File: config.mk
export PLATFORM = sky130hd
export DESIGN_NAME = pc_sequencer
export DESIGN_NICKNAME = d
export VERILOG_FILES = /design/src/rtl/pc_sequencer.sv
export SDC_FILE = /design/constraint.sdc
export NUM_CORES = 1
export LEC_CHECK = 0
export BUFFER_PORTS_ARGS = -buffer_cell sky130_fd_sc_hd__buf_2
export CORE_MARGIN = 8
export CORE_UTILIZATION = 60
export CTS_CLUSTER_DIAMETER = 100
export DETAILED_ROUTE_END_ITERATION = 8
export PLACE_DENSITY = 0.8
export SKIP_LAST_GASP = 1
export SYNTH_ARGS = -nofsm -noshare
export SYNTH_HDL_FRONTEND = slang
export SYNTH_SLANG_ARGS = --single-unit
export TNS_END_PERCENT = 10
File: constraint.sdc
create_clock -name clk -period 4.6 [get_ports clk]
set_input_delay 0.23 -clock clk [delete_from_list [all_inputs] [get_ports clk]]
set_output_delay 0.23 -clock clk [all_outputs]
set_load 0.005 [all_outputs]
File: src/rtl/pc_sequencer.sv
// Program-counter sequencer with configurable step and reset vector.
// Supports stall, relative/absolute/call/return branches, halt/resume and a terminal fault state.
module pc_sequencer #(
    parameter int              PC_W        = 16,
    parameter int              STEP        = 1,
    parameter logic [PC_W-1:0] RESET_VEC   = '0,
    parameter int              STACK_DEPTH = 4
) (
    input  logic                             clk,
    input  logic                             reset,
    input  logic                             stall,
    input  logic                             branch_valid,
    input  logic [1:0]                       branch_mode,
    input  logic [PC_W-1:0]                  branch_target,
    input  logic                             halt_req,
    input  logic                             resume,
    output logic [PC_W-1:0]                  pc,
    output logic                             pc_valid,
    output logic [1:0]                       state,
    output logic [$clog2(STACK_DEPTH+1)-1:0] stack_depth,
    output logic                             stack_ovf,
    output logic                             stack_unf
);

    localparam int              DW     = $clog2(STACK_DEPTH + 1);
    localparam int              AW     = (STACK_DEPTH > 1) ? $clog2(STACK_DEPTH) : 1;
    localparam logic [PC_W-1:0] STEP_V = PC_W'(STEP);
    localparam logic [DW-1:0]   FULL_V = DW'(STACK_DEPTH);

    typedef enum logic [1:0] {
        ST_IDLE  = 2'b00,
        ST_RUN   = 2'b01,
        ST_HALT  = 2'b10,
        ST_FAULT = 2'b11
    } state_t;

    state_t            state_r, state_nx_s;
    logic [PC_W-1:0]   pc_r, pc_nx_s, pc_inc_s, top_s;
    logic [DW-1:0]     depth_r, depth_nx_s;
    logic              ovf_r, ovf_nx_s, unf_r, unf_nx_s;
    logic              pc_valid_r, push_s;
    logic [AW-1:0]     wr_idx_s, rd_idx_s;
    logic [PC_W-1:0]   stack_r [STACK_DEPTH];

    // Entry at index depth-1 is the top of the return stack.
    assign pc_inc_s = pc_r + STEP_V;
    assign wr_idx_s = depth_r[AW-1:0];
    assign rd_idx_s = wr_idx_s - AW'(1'b1);
    assign top_s    = stack_r[rd_idx_s];

    // Next-state, next-pc and stack control for the sequencer FSM.
    always_comb begin
        state_nx_s = state_r;
        pc_nx_s    = pc_r;
        depth_nx_s = depth_r;
        ovf_nx_s   = ovf_r;
        unf_nx_s   = unf_r;
        push_s     = 1'b0;
        case (state_r)
            ST_IDLE: begin
                state_nx_s = ST_RUN;
            end
            ST_RUN: begin
                if (halt_req) begin
                    state_nx_s = ST_HALT;
                end else if (stall) begin
                    pc_nx_s = pc_r;
                end else if (branch_valid) begin
                    case (branch_mode)
                        2'b00: pc_nx_s = pc_r + branch_target;
                        2'b01: pc_nx_s = branch_target;
                        2'b10: begin
                            if (depth_r == FULL_V) begin
                                ovf_nx_s   = 1'b1;
                                state_nx_s = ST_FAULT;
                            end else begin
                                push_s     = 1'b1;
                                depth_nx_s = depth_r + DW'(1'b1);
                                pc_nx_s    = branch_target;
                            end
                        end
                        2'b11: begin
                            if (depth_r == {DW{1'b0}}) begin
                                unf_nx_s   = 1'b1;
                                state_nx_s = ST_FAULT;
                            end else begin
                                depth_nx_s = depth_r - DW'(1'b1);
                                pc_nx_s    = top_s;
                            end
                        end
                        default: pc_nx_s = pc_r;
                    endcase
                end else begin
                    pc_nx_s = pc_inc_s;
                end
            end
            ST_HALT: begin
                if (resume && !halt_req) begin
                    state_nx_s = ST_RUN;
                end else begin
                    state_nx_s = ST_HALT;
                end
            end
            ST_FAULT: begin
                state_nx_s = ST_FAULT;
            end
            default: begin
                state_nx_s = ST_FAULT;
            end
        endcase
    end

    // Architectural state registers; reset aborts any operation immediately.
    always_ff @(posedge clk or negedge reset) begin
        if (!reset) begin
            state_r    <= ST_IDLE;
            pc_r       <= RESET_VEC;
            depth_r    <= {DW{1'b0}};
            ovf_r      <= 1'b0;
            unf_r      <= 1'b0;
            pc_valid_r <= 1'b0;
        end else begin
            state_r    <= state_nx_s;
            pc_r       <= pc_nx_s;
            depth_r    <= depth_nx_s;
            ovf_r      <= ovf_nx_s;
            unf_r      <= unf_nx_s;
            pc_valid_r <= (state_nx_s == ST_RUN);
        end
    end

    // Return-stack storage; contents are cleared on reset so no X can reach pc.
    always_ff @(posedge clk or negedge reset) begin
        if (!reset) begin
            for (int i = 0; i < STACK_DEPTH; i++) begin
                stack_r[i] <= {PC_W{1'b0}};
            end
        end else if (push_s) begin
            stack_r[wr_idx_s] <= pc_inc_s;
        end else begin
            stack_r[wr_idx_s] <= stack_r[wr_idx_s];
        end
    end

    assign pc          = pc_r;
    assign pc_valid    = pc_valid_r;
    assign state       = state_r;
    assign stack_depth = depth_r;
    assign stack_ovf   = ovf_r;
    assign stack_unf   = unf_r;

endmodule

* After elaboration in Yosys (flattened, before gate mapping)
Index checks and enable logic that the tools add are counted.
** Storage, ports and cells
- Register bits after elaboration :: 88
- Bits of input ports :: 24
- Output and inout port bits :: 24
- Word-level logic and storage cells :: 77
** Cells by class
- $add $sub $neg :: 5
- $lt $le $gt $ge :: 3
- Equality and inequality tests :: 12
- Mux-type cells :: 32
- Bitwise gates (word level) :: 4
- Reduce and logical (&&, ||, !) cells :: 11
** Operator list (number)
- 64-bit bitwise mux :: 2
- 16-bit 2-to-1 mux :: 8
- 16-bit binary-select mux with 2-bit select :: 2
- 64-bit 2-to-1 mux :: 1
- 16-bit one-hot mux with 4 select lines :: 1
- 16-bit demux with 2-bit select :: 1
- 16-bit by 1-bit adder with 16-bit output (second input constant) :: 1
- 16-bit adder :: 1
- 2-bit 2-to-1 mux :: 6
- 6-bit AND reduction :: 2
- 2-bit == test (second input constant) :: 4
- 2-bit one-hot mux with 4 select lines :: 1
- 7-bit AND reduction :: 1
- 2-bit by 1-bit == test with 1-bit output (second input constant) :: 3
- 3-bit >= comparator (second input constant) :: 2
- 1-bit 2-to-1 mux :: 6
- 3-bit 2-to-1 mux :: 2
- 3-bit != test (second input constant) :: 2
- 2-bit NOT with 3-bit output :: 2
- 3-bit one-hot mux with 2 select lines :: 1
- 5-bit AND reduction :: 1
- 2-bit logical NOT :: 2
- 2-bit != test (second input constant) :: 2
- 2-bit one-hot mux with 2 select lines :: 1
- other kinds (10) :: 12

* Depth between registers and ports, before layout
- Depth after elaboration :: 8
- Gate-level depth with buffers :: 12
- Depth with buffers taken out :: 9

* Worst setup path after synthesis
OpenSTA, ideal clock, no wires.
- Kind :: register -> register
- Start :: register depth_r[0] (netlist: stack_depth[0])
- End :: register pc_r[1] (netlist: pc[1])
- Setup time :: 0.128 ns
- Arrival :: 2.670 ns
- Data required time :: 4.472 ns
- Path slack :: 1.803 ns
- Cell stages (with the launch flop) :: 13
- Path buffers :: 5
- Clock period less this slack :: 2.797 ns
- Path through :: dfrtp_1 > buf_6 > buf_2 > buf_2 > inv_1 > ha_1 > clkbuf_1 > buf_2 > mux4_1 > a221oi_1 > a21oi_1 > mux2i_1 > o21ai_0
** On the way
- Cells in the longest elaborated chain, start to end :: 8
- Elaborated cells between the ends (all ways) :: 13
- Those cells by class :: add/sub (1); eq/ne (3); mux (6); bitwise (1); reduce/logical (2)
** RTL lines
- from (decl) :: RTL line 39 : logic [DW-1:0] depth_r, depth_nx_s;
- from (signal assigned) :: RTL line 118 : depth_r <= {DW{1'b0}};
- from (signal assigned) :: RTL line 125 : depth_r <= depth_nx_s;
- 2-bit by 1-bit subtractor with 2-bit output :: RTL line 48 : assign rd_idx_s = wr_idx_s - AW'(1'b1);
- net rd_idx_s[0] :: RTL line 42 : logic [AW-1:0] wr_idx_s, rd_idx_s;
- 2-bit NOT with 3-bit output (implied by the code) :: RTL line 49 : assign top_s = stack_r[rd_idx_s];
- 16-bit binary-select mux with 2-bit select :: RTL line 49
- 16-bit 2-to-1 mux (implied by the code) (2 in a row) :: RTL line 49
- 16-bit 2-to-1 mux :: RTL line 83 : if (depth_r == {DW{1'b0}}) begin
- 16-bit one-hot mux with 4 select lines :: RTL line 69 : case (branch_mode)
- 16-bit 2-to-1 mux :: RTL line 68 : end else if (branch_valid) begin
- to (signal assigned) :: RTL line 124 : pc_r <= pc_nx_s;
- to (decl) :: RTL line 38 : logic [PC_W-1:0] pc_r, pc_nx_s, pc_inc_s, top_s;
The timed path passes the listed nets, and every way through them passes these cells. The select of a mux whose other input is x is not followed.
A chain may end at the register's enable or synchronous reset.

* Worst setup path after layout
- Start :: register state_r[1] (netlist: state[1])
- End :: register stack_r[45] (netlist name)
** On the way
- Cells in the longest elaborated chain, start to end :: 3
** RTL lines
- from (decl) :: RTL line 37 : state_t state_r, state_nx_s;
- from (signal assigned) :: RTL line 123 : state_r <= state_nx_s;
- 2-bit by 1-bit == test with 1-bit output :: RTL line 59 : case (state_r)
- 1-bit 2-to-1 mux :: RTL line 59
- 64-bit 2-to-1 mux :: RTL line 138 : end else if (push_s) begin
- to (signal, indexed assignment) :: RTL line 136 : stack_r[i] <= {PC_W{1'b0}};
- to (signal, indexed assignment) :: RTL line 139 : stack_r[wr_idx_s] <= pc_inc_s;
- to (signal, indexed assignment) :: RTL line 141 : stack_r[wr_idx_s] <= stack_r[wr_idx_s];
- to (decl) :: RTL line 43 : logic [PC_W-1:0] stack_r [STACK_DEPTH];
Every way passes these cells.

==> metrics <==
number of I/O port buffers 47; Final setup viols 0; Post-Synthesis Cell Area 6046 µm²; RSZ-0062 raised after global routing false; WP depth 7; DRT iter0 DRCs 413; ant diodes 0; status completed; initial antenna violation count 0; crit path time final 2.913 ns; Pleak 2.944 nW; Finished Core Util 0.6690; H-tree levels 3; Core Area 9774 µm²; dpl ws 1.705 ns; postcts setup bufs 0; Seq/Total Area, Yosys 0.3642; post-synthesis async set-or-reset flop share 1.000; non-filler instance count after layout 727; via count 4,722; Synth top area share 0.3642; Global Route Usage Sum 0.2318; most frequent cells in the layout 88 x dfrtp_1, 55 x mux2_2, 48 x nand2_1; Vias/cell 6.495; largest net degree at the start of global routing 89; Clk Latency, worst-skew pair 0.37 ns; drt wl/cell 20.45 µm; Synth Instances 561; number of max-cap violations 0; Tcrit/Tclk final 0.6333; Max IR drop VDD 0.2747 mV; Final Wtd Congestion 0.8679; Area Growth Syn to Fin 8.154%; EDFF count, synth 0; Reg2Reg Depth 7; Synth Register Bits 88; Final Max Tran Viols 0; leading cell type in the layout, fill and taps excluded dfrtp_1; Worst Tran Pin Value 1.153 ns; die width 116.4 µm; CP startpoint kind flop; TritonCTS Sinks 88; Fin Clk Skew 0.01968 ns; post-route setup TNS 0 ns; Hold WC Path Type primary input to asynchronous set/reset pin; placed cell area 6307 µm²; DP Cell Count 711; PnR worst setup slack 1.687 ns; Reg area 2202 µm²; Synth Flop Type dfrtp_1; CP top delay family simple AND/OR/NAND/NOR gates; met1 Usage GRT 0.3047; Worst EP required 4.84 ns; layout cells sized above 1 0.2912; Slowest Stage Delay on Critical Path 0.80 ns; first-pass GRT wire length 24.32 mm; Synth cell types 60; Ys Warns 0; Pwr per Cell Area 457.5 nW/µm²; Slew headroom 0.2292; CTS tree done; Clock Tree Buf Depth 2; DR pass1 iterations 5; global route overflow 0; WP buf/inv 1; drt total wl 14.86 mm; nets 638; Die Area 13,540 µm²; Routed Antenna Nets 0; I/O pins 48; most used routing layer in global routing met2; crit-path max FO 23; Hold Fails Final Rpt 0; fill count 733; slowest stage cell, crit path nand3_1; Synth Net Count 610; root buffer cell clkbuf_8; met2 Use GR 0.3817; Die Y 116.4 µm; Post-route DRC 0; hold_buf cts 0; Reg clk slew, reported paths 0.09 ns; Starting Density 0.6185; Setup CP Type flop to flop; Syn Area/Cell 10.78 µm²; Final Instance Area 6539 µm²; critical-path cell list nor4b_4 > and2_2 > nand3_1 > buf_4 > nand2_1 > o21ai_1 > mux2_2; Synth area leader dfrtp_1; multi-input logic area 3596 µm²; FP Rows 36; vias in the first global route 4,641; grt met3 use 0.03309; Area contributors post-synth dfrtp_1 36%, mux4_2 10%, mux2_2 10%; cts bufs inserted 9; detailed placer's ending HPWL 10.56 mm; worst path arrival time 3.16 ns; Resized cells post-CTS 0; Peak Freq 343.3 MHz; CP endpoint kind flop
## synth_stat cells (all sizes together), types with 2 or more instances
master / number
nor4: 2
nor2: 38
dfrtp: 88
a21oi: 39
fa: 2
nand2: 48
o211a: 2
o221ai: 4
or2: 2
xor2: 8
nand4: 5
a211oi: 2
o211ai: 3
nor3: 3
nand3: 20
a22oi: 5
a21o: 5
inv: 18
and2: 4
o22ai: 2
o21a: 2
and3: 3
buf: 20
mux4: 32
a31oi: 5
a221o: 7
xnor2: 18
nor2b: 3
clkbuf: 15
ha: 23
mux2i: 12
mux2: 55
a221oi: 9
nand2b: 4
o21ai: 41
a31o: 2
## kinds of logic after synthesis
logic type / share of synthesized area
AO/OA/AOI/OAI: 0.1482
XOR/XNOR: 0.03767
adder cells (fa/ha/maj): 0.05422
buffers and inverters: 0.04097
flip-flops: 0.3642
multiplexers: 0.2440
AND/OR/NAND/NOR: 0.1107
## metrics by stage
stage | power [mW] | hold WS [ns]
finish | 2.992 | 0.06599
global route | 3.168 | 0.1730
CTS | 3.004 | 0.1120
detailed placement | 2.383 | 0.4650
global placement | 2.335 | 0.4664
floorplan | 2.055 | -0.06559
## routing by layer
layer / up-vias / share of wire
li1: 2166 / -
met3: 20 / 0.061
met4: 0 / 0.018
met1: 2354 / 0.43
met5: - / 0
met2: 182 / 0.49
## worst register-to-register path: cells and delay by family (launching register included)
| kind | cells | cell delay (ns) |
|---|---|---|
| and+or+nand+nor | 4 | 1.44 |
| buffers and inverters | 1 | 0.50 |
| DFF | 1 | 0.46 |
| muxes | 1 | 0.28 |
| AOI/OAI and AO/OA | 1 | 0.11 |
## final cells by class
class	count	share of cell area
multi-input combinational	420	0.5499
sequential	88	0.3368
timing repair buffer	52	0.04210
tap	133	0.02545
clock buffer	12	0.02373
clock inverter	4	0.01167
inverter	18	0.01033
## power by group
| group | switching (mW) | internal, mW | leakage, nW |
|---|---|---|---|
| clock | 0.279 | 0.337 | 0.113 |
| sequential | 0.162 | 0.931 | 1.12 |
| combinational | 0.680 | 0.603 | 1.71 |
| total | 1.12 | 1.87 | 2.94 |
## state kept, by name, summed over array words and instances, names as in the netlist
register and flops:
stack_r 64, stack_unf 1, pc 16, pc_valid 1
stack_ovf 1, state 2, stack_depth 3
## worst paths after layout
| kind | from | end | slack [ns] |
|---|---|---|---|
| min in group clk | resume | state[0] | 0.17 |
| worst max-delay path | state[1] | stack_r[45] | 1.69 |
| max in group asynchronous | reset | stack_r[47] | 3.79 |
| worst min-delay path | reset | stack_r[18] | 0.07 |
| worst min register to register | stack_unf | stack_unf | 0.49 |
| worst max register to register | state[1] | stack_r[45] | 1.69 |
Power figures use the tool's default switching activity.
